**src/rtl/window_line_buffer.sv**
```systemverilog
// Sliding KxK window generator over a raster pixel stream.
// K-1 circular line buffers feed a KxK tap array; stride phase counters gate emits.
module window_line_buffer #(
  parameter int DATA_WIDTH = 32,
  parameter int IMG_WIDTH  = 26,
  parameter int IMG_HEIGHT = 26,
  parameter int K          = 2,
  parameter int STRIDE     = 2
) (
  input  logic                            clk,
  input  logic                            rst,
  input  logic                            start,
  input  logic                            in_valid,
  input  logic [DATA_WIDTH-1:0]           in_data,
  output logic                            win_valid,
  output logic [K*K*DATA_WIDTH-1:0]       win_data,
  output logic [$clog2(IMG_HEIGHT)-1:0]   win_row,
  output logic [$clog2(IMG_WIDTH)-1:0]    win_col,
  output logic                            frame_done
);

  localparam int CW = $clog2(IMG_WIDTH);
  localparam int RW = $clog2(IMG_HEIGHT);
  localparam int PW = (STRIDE > 1) ? $clog2(STRIDE) : 1;

  localparam logic [CW-1:0] COL_LAST = CW'(IMG_WIDTH - 1);
  localparam logic [CW-1:0] COL_ARM  = CW'(K - 1);
  localparam logic [RW-1:0] ROW_LAST = RW'(IMG_HEIGHT - 1);
  localparam logic [RW-1:0] ROW_ARM  = RW'(K - 1);
  localparam logic [PW-1:0] PH_LAST  = PW'(STRIDE - 1);

  logic [CW-1:0] col;
  logic [RW-1:0] row;
  logic [PW-1:0] col_ph;
  logic [PW-1:0] row_ph;
  logic [CW-1:0] wc;
  logic [RW-1:0] wr;

  logic [DATA_WIDTH-1:0] lb       [K-1][IMG_WIDTH];
  logic [DATA_WIDTH-1:0] taps     [K][K];
  logic [DATA_WIDTH-1:0] taps_nxt [K][K];
  logic [DATA_WIDTH-1:0] col_in   [K];
  logic [K*K*DATA_WIDTH-1:0] win_flat;

  logic accept;
  logic emit;
  logic last;

  assign accept = in_valid && !start;
  assign emit   = (col >= COL_ARM) && (row >= ROW_ARM) &&
                  (col_ph == '0) && (row_ph == '0);
  assign last   = (col == COL_LAST) && (row == ROW_LAST);

  // Row 0 of the column is the oldest line, row K-1 the live pixel.
  always_comb begin
    for (int r = 0; r < K - 1; r++) col_in[r] = lb[r][col];
    col_in[K-1] = in_data;
    for (int r = 0; r < K; r++) begin
      for (int c = 0; c < K - 1; c++) taps_nxt[r][c] = taps[r][c+1];
      taps_nxt[r][K-1] = col_in[r];
    end
    win_flat = '0;
    for (int r = 0; r < K; r++)
      for (int c = 0; c < K; c++)
        win_flat[(r*K+c)*DATA_WIDTH +: DATA_WIDTH] = taps_nxt[r][c];
  end

  always_ff @(posedge clk) begin
    if (accept) begin
      for (int i = 0; i < K - 2; i++) lb[i][col] <= lb[i+1][col];
      lb[K-2][col] <= in_data;
    end
  end

  always_ff @(posedge clk or posedge rst) begin
    if (rst) begin
      col        <= '0;
      row        <= '0;
      col_ph     <= '0;
      row_ph     <= '0;
      wc         <= '0;
      wr         <= '0;
      win_valid  <= 1'b0;
      frame_done <= 1'b0;
      win_data   <= '0;
      win_row    <= '0;
      win_col    <= '0;
      for (int r = 0; r < K; r++)
        for (int c = 0; c < K; c++) taps[r][c] <= '0;
    end else if (start) begin
      col        <= '0;
      row        <= '0;
      col_ph     <= '0;
      row_ph     <= '0;
      wc         <= '0;
      wr         <= '0;
      win_valid  <= 1'b0;
      frame_done <= 1'b0;
    end else if (in_valid) begin
      for (int r = 0; r < K; r++)
        for (int c = 0; c < K; c++) taps[r][c] <= taps_nxt[r][c];
      win_valid  <= emit;
      frame_done <= last;
      if (emit) begin
        win_data <= win_flat;
        win_row  <= wr;
        win_col  <= wc;
      end
      if (col == COL_LAST) begin
        col    <= '0;
        col_ph <= '0;
        wc     <= '0;
        if (row == ROW_LAST) begin
          row    <= '0;
          row_ph <= '0;
          wr     <= '0;
        end else begin
          row <= row + RW'(1);
          if (row >= ROW_ARM) begin
            row_ph <= (row_ph == PH_LAST) ? '0 : row_ph + PW'(1);
            if (row_ph == PH_LAST) wr <= wr + RW'(1);
          end
        end
      end else begin
        col <= col + CW'(1);
        if (col >= COL_ARM) begin
          col_ph <= (col_ph == PH_LAST) ? '0 : col_ph + PW'(1);
          if (col_ph == PH_LAST) wc <= wc + CW'(1);
        end
      end
    end else begin
      win_valid  <= 1'b0;
      frame_done <= 1'b0;
    end
  end

endmodule
```
**config.mk**
```make
export PLATFORM = sky130hd
export DESIGN_NAME = window_line_buffer
export DESIGN_NICKNAME = d
export VERILOG_FILES = /design/src/rtl/window_line_buffer.sv
export SDC_FILE = /design/constraint.sdc
export NUM_CORES = 1
export LEC_CHECK = 0
export CAP_MARGIN = 20
export CORE_UTILIZATION = 30
export CTS_BUF_LIST = sky130_fd_sc_hd__clkbuf_8
export CTS_CLUSTER_DIAMETER = 200
export DETAILED_ROUTE_END_ITERATION = 12
export HOLD_SLACK_MARGIN = 0.08
export PLACE_DENSITY = 0.46
export SETUP_SLACK_MARGIN = 0.5
export SKIP_LAST_GASP = 1
export SYNTH_ARGS = -nofsm -noshare
export SYNTH_HDL_FRONTEND = slang
export SYNTH_SLANG_ARGS = --single-unit
```
**constraint.sdc**
```tcl
create_clock -name clk -period 8.2 [get_ports clk]
set_clock_uncertainty 0.2 [all_clocks]
set_input_delay 1.64 -clock clk [delete_from_list [all_inputs] [get_ports clk]]
set_output_delay 1.64 -clock clk [all_outputs]
set_load 0.01 [all_outputs]
```
==> metrics.md, run 1 <==
| Metric | Value |
|---|---|
| Sequential share of the synthesized area | about 75% |
| Overall power | around 11 mW |
| Worst skew pair latency | 0.85 ns |
| Worst slew pin tran | 1.11 ns |
| Rows | about 140 |
| Initial Utilization | 30.2% |
| P per Cell Area | 224 mW/mm^2 |
| Setup bufs post-CTS | 0 |
| Antenna violations before repair | 9 |
| RSZ-0062 raised after global routing | false |
| Leak | 17.0 nW |
| Drt total wl | between 100 and 150 mm |
| Fill cells | 12800 |
| Largest net degree at the start of global routing | 107 |
| Hold/Removal Path Class | reg -> reg |
| Peak Freq | 0.207 GHz |
| Synthesized area | 0.0409 sq mm |
| Slowest stage delay, CP | 0.84 ns |
| TritonCTS clock tree | done |
| Startpoint types | input port |
| Crit-path most repeated cell | buf_4 |
| Share of the synthesized area in the top cell type | 61.2% |
| Nets | between 2000 and 3000 |
| Yosys top cell by area | edfxtp_1 |
| Status | completed |
| Layout overhead on the synthesized area | 18.3% |
| Count leader, synth | edfxtp_1 |
| Buffers on Ports | 175 |
| Buffers plus inverters on the worst setup path | 3 |
| CTS Buf Count | around 170 |
| Synth top area cells | edfxtp_1 61%, dfrtp_1 14%, mux4_2 5.2% |
| Die X | between 300 and 400 um |
| Drt initial violations | roughly 1800 |
| Required time worst endpoint | 8.76 ns |
| Die Y | 371 um |
| Synth Register Bits | 1058 |
| Period utilization | 58.8% |
| Synth Area per Inst | 16.4 sq um |
| Via count | 22800 |
| Layout cell share with drive strength beyond 1 | 17.8% |
| Ys async rst share | 21.4% |
| Post-synth cell types | 68 |
| Final core occ | 35.7% |
| IO Count | 176 |
| Critical Path End Type | flip-flop |
| Post-CTS Resized | 0 |
| Vias in the first global route | ~24000 |
| Detail Placement HPWL | 63.9 mm |
| Fin. Hold Viols | 0 |
| Die area | about 0.14 sq mm |
| First-pass GRT wire length | between 150 and 200 mm |
| Drt first pass iters | 5 |
| Htree depth | 4 |
| CP Max Fanout | 99 |
| Final setup vio count | 0 |
| Grt total ovfl | 0 |
| Max-Cap Viols | 0 |
| Cell chain of the critical path | clkdlybuf4s50_1 -> nand2b_4 -> a211oi_1 -> nand3b_1 -> buf_4 -> buf_4 -> nand2_1 -> o21ai_1 |
| DRT antenna net count | 0 |
| CTS sink count | 1058 |
| GPL Wtd Cong | 0.755 |
| CTS root buf | clkbuf_8 |
| Core area | about 0.14 sq mm |
| WL per Instance | 24.0 um |
| Placed cell areas | 0.0448 sq mm |
| Max Root-Sink Buffers | 3 |
| Fin area | 0.0483 sq mm |
| Syn Inst Count | 2493 |
| Top cells by count, synth | 832 x edfxtp_1, 525 x nand2_1, 226 x dfrtp_1, 151 x mux2i_1, 95 x mux4_2 |
| CTS clk-pin slew, worst paths | 0.06 ns |
| WS Path Type | in -> reg |
| Max stage delay cell, worst path | buf_4 |
| Drt drc | 0 |
| Count of pins over their slew limit | 0 |
| Rel. slew slack | 25.7% |
| YS warnings | 0 |
| Cell family with most CP delay | buffers and inverters |
| Number of flops mapped to enable cells by yosys | 832 |
| Final setup TNS | 0 ns |
| Critical path arrival | 5.38 ns |
| GRT Overall Usage | approximately 16% |
| Syn Nets | between 2000 and 3000 |
| CTS Hold Bufs | 0 |
| Top FF cell, synth | edfxtp_1 |
| Period minus WS final | 4.82 ns |
| VDD IR max | roughly 0.000095 V |
| Number of vias per cell | a little under 5 |
-- worst paths after layout --
| check | slack, ns | endpoint | startpoint | depth (start not counted) |
|---|---|---|---|---|
| min in group asynchronous | 1.06 | taps[72] | rst | 2 |
| min reg2reg | 0.26 | win_data[10] | taps[74] | 2 |
| max in group asynchronous | 5.49 | win_data[51] | rst | 3 |
| max reg2reg | 3.61 | win_data[42] | col[1] | 7 |
| min | 0.26 | win_data[10] | taps[74] | 2 |
| max | 3.38 | win_data[51] | start | 8 |
-- worst reg2reg max path: stages, from the launching register on --
cell	delay, ns
dfrtp_4	0.81
buf_4	0.83
buf_4	0.80
mux2_2	0.46
a222oi_1	0.39
nand3_1	0.24
a21oi_1	0.60
o21ai_1	0.12
-- metal layers --
layer / global-route usage [%] / up-vias / wire length [um]
li1: - / 10100 / -
met1: 22.3 / 11900 / 51300
met2: 26.4 / 641 / 53100
met3: 3.30 / 180 / 6160
met4: 5.02 / 12 / 2290
met5: 0 / - / 61
-- flip-flops by register name, indices dropped and copies added, names as in the netlist --
| register | cells |
|---|---|
| lb | 832 |
| win_data | 128 |
| taps | 64 |
| col | 5 |
| row | 5 |
| wc | 5 |
| win_col | 5 |
| win_row | 5 |
| wr | 5 |
| col_ph | 1 |
| frame_done | 1 |
| row_ph | 1 |
| win_valid | 1 |
-- through the flow --
| step | setup WS (ns) | hold slack [ns] | std cells |
|---|---|---|---|
| floorplan | 3.41 | 0.235 | 2493 |
| global placement | 2.72 | 0.249 | 4380 |
| detailed placement | 2.52 | 0.253 | 4381 |
| CTS | 3.46 | 0.269 | 4686 |
| global route | 3.11 | 0.287 | 4704 |
| finish | 3.38 | 0.265 | 4706 |
-- cell usage in the layout (no fill, tap or decap), types with 5 or more instances in the layout --
cell type	synthesis	routed
edfxtp_1	832	832
nand2_1	525	525
dfrtp_1	226	223
clkbuf_8	0	182
clkdlybuf4s50_1	0	175
mux2i_1	151	151
mux4_2	95	95
mux2_2	87	87
inv_1	9	74
buf_4	25	65
a22oi_1	57	57
o21ai_1	49	49
nand3_1	45	45
a21oi_1	40	40
clkinv_1	0	33
nor2_1	48	31
a222oi_1	19	19
o21ai_0	18	18
nor2_4	0	17
clkinv_2	0	14
a31oi_1	13	13
o22ai_1	12	12
buf_16	0	12
nor3_1	11	11
a21boi_0	9	9
and2_2	0	8
ha_1	8	8
a221oi_1	6	6
clkinvlp_4	0	6
a211oi_1	5	5
nand2b_1	7	5
o211ai_1	5	5
xor2_1	5	5
clkbuf_16	0	5
-- cell type report --
class | count | area [sq um] | share of cell area, %
Sequential cell | 1058 | 30600 | 63.4
Clock inverter | 123 | 566 | 1.17
Multi-Input combinational cell | 1289 | 9600 | 19.9
Timing Repair Buffer | 260 | 2750 | 5.69
Inverter | 10 | 43.8 | 0.0906
Clock buffer | 182 | 2500 | 5.18
Tap cell | 1781 | 2230 | 4.61
Antenna cell | 3 | 7.51 | 0.0155
-- cell families after synthesis --
kind of cell               after synthesis  share of synthesized area (%)
adders and majority gates                8                          0.245
muxes                                  337                           11.5
and+or+nand+nor                        685                           7.06
AOI/OAI and AO/OA                      250                           4.08
DFF                                   1058                           75.0
buffers and inverters                  146                           1.96
xor gates and xnor gates                 9                          0.193
-- power breakdown --
part / internal (mW) / switching [mW]
registers: 5.91 / 0.0843
clock network: 2.10 / 2.04
logic: 0.302 / 0.410
total: 8.31 / 2.54
Power figures use the tool's default switching activity.
==> run 2: changes to the inputs <==
- clock period: 8.2 -> 4.4 ns (I/O delays scaled with it)
==> run 2 against run 1 <==
Net effect: critical path depth is 2 lower; routed wire length is 1.6% lower; via count is 0.34% lower; critical path type is now reg -> reg.
==> metrics.md, run 2 (synthesis results as in run 1) <==
| Metric | Value |
|---|---|
| Status | completed |
| VDD IR max | 0.000275 V (+190%) |
| Startpoint types | flip-flop |
| TritonCTS clock tree | done |
| Final setup vio count | 0 (unchanged) |
| Nets | 2866 (+1.1%) |
| Setup ws final | 0.769 ns (-2.61 ns) |
| Hold/Removal Path Class | reg -> reg |
| CTS sink count | 1058 (unchanged) |
| CTS clk-pin slew, worst paths | 0.06 ns (about the same) |
| Number of vias per cell | 4.79 (-1.2%) |
| Comb pwr share | 6.5% (about the same) |
| RR Endpoint | lb[0][6] |
| Commonest non-fill, non-tap cell in the layout | edfxtp_1 |
| Antenna violations before repair | 6 (-3) |
| Core area | 0.135 sq mm (unchanged) |
| Worst slew pin tran | 1.01 ns (-0.0969 ns) |
| Int Pwr | 15.9 mW (+91%) |
| Via count | 22700 (-0.34%) |
| Period utilization | 82.5% |
| Psw | 4.84 mW (+91%) |
| GPL Wtd Cong | 0.823 (+9.0%) |
| First-pass GRT wire length | 163 mm (+0.20%) |
| CTS Hold Bufs | 0 (unchanged) |
| Count of pins over their slew limit | 0 (unchanged) |
| Die area | 0.138 sq mm (unchanged) |
| CP startpoint | col[1] |
| DRT antenna net count | 0 (unchanged) |
| Drt total wl | 111 mm (-1.6%) |
| Period minus WS final | between 3 and 4 ns |
| Layout cell share with drive strength beyond 1 | 19.2% (+1.4 points) |
| Reg-to-reg slack, setup | 0.77 ns (-2.84 ns) |
| Peak Freq | around 0.28 GHz |
| Drt initial violations | 2019 (+9.3%) |
| Layout overhead on the synthesized area | 19.4% |
| Initial Utilization | 30.2% (unchanged) |
| Worst skew pair latency | 0.83 ns (-0.02 ns) |
| Max reg flops | 832 (unchanged) |
| P per Cell Area | 424 mW/mm^2 (+89%) |
| Setup bufs post-CTS | 0 (unchanged) |
| CTS root buf | clkbuf_8 |
| IO Count | 176 (unchanged) |
| Largest Register | lb |
| Largest net degree at the start of global routing | 156 (+46%) |
| WL per Instance | 23.4 um (-2.4%) |
| Fin. Hold Viols | 0 (unchanged) |
| Vias in the first global route | 23800 (+1.1%) |
| Detail Placement HPWL | 70.3 mm (+10%) |
| Max-Cap Viols | 0 (unchanged) |
| Biggest regs | lb (832), win_data (128), taps (64) |
| RR Startpoint | col[1] |
| Drt first pass iters | 7 (+2) |
| Seq pwr share | 53.9% (-1.4 points) |
| Rows | 135 (unchanged) |
| Required time worst endpoint | 4.75 ns (-4.01 ns) |
| Max Root-Sink Buffers | 3 (unchanged) |
| Critical Path End Type | flip-flop |
| RSZ-0062 raised after global routing | false |
| Crit path capture | lb[0][6] |
| Leak | 17.2 nW (+0.95%) |
| GRT Overall Usage | 16.2% (-0.17 points) |
| Die Y | 371 um (unchanged) |
| Post-CTS Resized | 0 (unchanged) |
| CTS Buf Count | 175 (+2.3%) |
| Rel. slew slack | 32.1% (+6.4 points) |
| Critical path arrival | 3.98 ns (-1.40 ns) |
| Drt drc | 0 (unchanged) |
| Commonest non-fill, non-tap cells in the layout | 832 x edfxtp_1, 525 x nand2_1, 223 x dfrtp_1 |
| Die X | 371 um (unchanged) |
| Clk pwr share | 39.5% (+1.3 points) |
| Htree depth | 4 (unchanged) |
| Net Sw Frac | 23.4% (about the same) |
| Grt total ovfl | 0 (unchanged) |
| Reg2reg path depth | 6 (-1) |
| WS Path Type | reg -> reg |
| CP Max Fanout | 32 (-68%) |
| Pre-CTS WS | 0.660 ns (-1.86 ns) |
| Final setup TNS | 0 ns (unchanged) |
| Buffers on Ports | 175 (unchanged) |
[run 2: cell types whose count changed in the layout (fill, tap and decap cells not counted), sizes merged]
cell	before	now
clkdlybuf4s50	175	170
clkbuf	187	185
clkinv	47	60
buf	80	117
clkinvlp	6	8
bufinv	2	7
inv	78	67
[run 2: layer usage]
metal / GRT usage, % / wire, um
met5: 0 / 17
met1: 23.3 / 51900
met2: 24.7 / 50100
met4: 4.54 / 2170
met3: 3.57 / 7000
[run 2: stage by stage]
| stage | std cells | hold slack [ns] | utilization (%) | instance area, sq um | total power [mW] |
|---|---|---|---|---|---|
| 6_report | 4745 | 0.262 | 36.1 | 48800 | 20.7 |
| 5_1_grt | 4743 | 0.294 | 36.1 | 48800 | 21.5 |
| 4_1_cts | 4741 | 0.241 | 36.0 | 48700 | 21.0 |
| 3_5_place_dp | 4425 | 0.251 | 33.6 | 45400 | 12.7 |
| 3_3_place_gp | 4424 | 0.249 | 33.6 | 45400 | 12.7 |
| 2_1_floorplan | 2493 | 0.235 | - | 40900 | 12.0 |
[run 2: worst min path at each step]
| stage | from | endpoint | slack, ns | cells past startpoint |
|---|---|---|---|---|
| CTS | rst | win_data[94] | 0.24 | 2 |
| floorplan | taps[64] | win_data[0] | 0.23 | 2 |
| global placement | taps[94] | win_data[30] | 0.25 | 2 |
| global route | taps[84] | win_data[20] | 0.29 | 2 |
| finish | taps[24] | win_data[88] | 0.26 | 2 |
| detailed placement | taps[84] | win_data[20] | 0.25 | 2 |
[run 2: area by class of cell]
cell class | count | area [sq um]
clock inverter | 132 | 766
inverter | 10 | 43.8
tap | 1781 | 2230
fill | 12700 | 86500
multi-input combinational | 1289 | 9590
antenna | 3 | 7.51
sequential | 1058 | 30600
timing repair buffer | 288 | 2970
clock buffer | 184 | 2530
[run 2: power by group through the flow]
stage	logic (mW)	clock network, mW	registers [mW]
2_1_floorplan	0.662	0	11.4
5_1_grt	1.47	8.89	11.2
6_report	1.35	8.19	11.2
3_5_place_dp	1.37	0	11.4
3_3_place_gp	1.35	0	11.4
4_1_cts	1.37	8.47	11.2
[run 2: worst max-delay path: stages (launching register included)]
cell and delay [ns]:
dfrtp_4 0.76, inv_1 0.31, ha_1 0.37, and4b_1 0.31, nand2_1 0.20, clkinv_1 0.66, buf_4 0.50
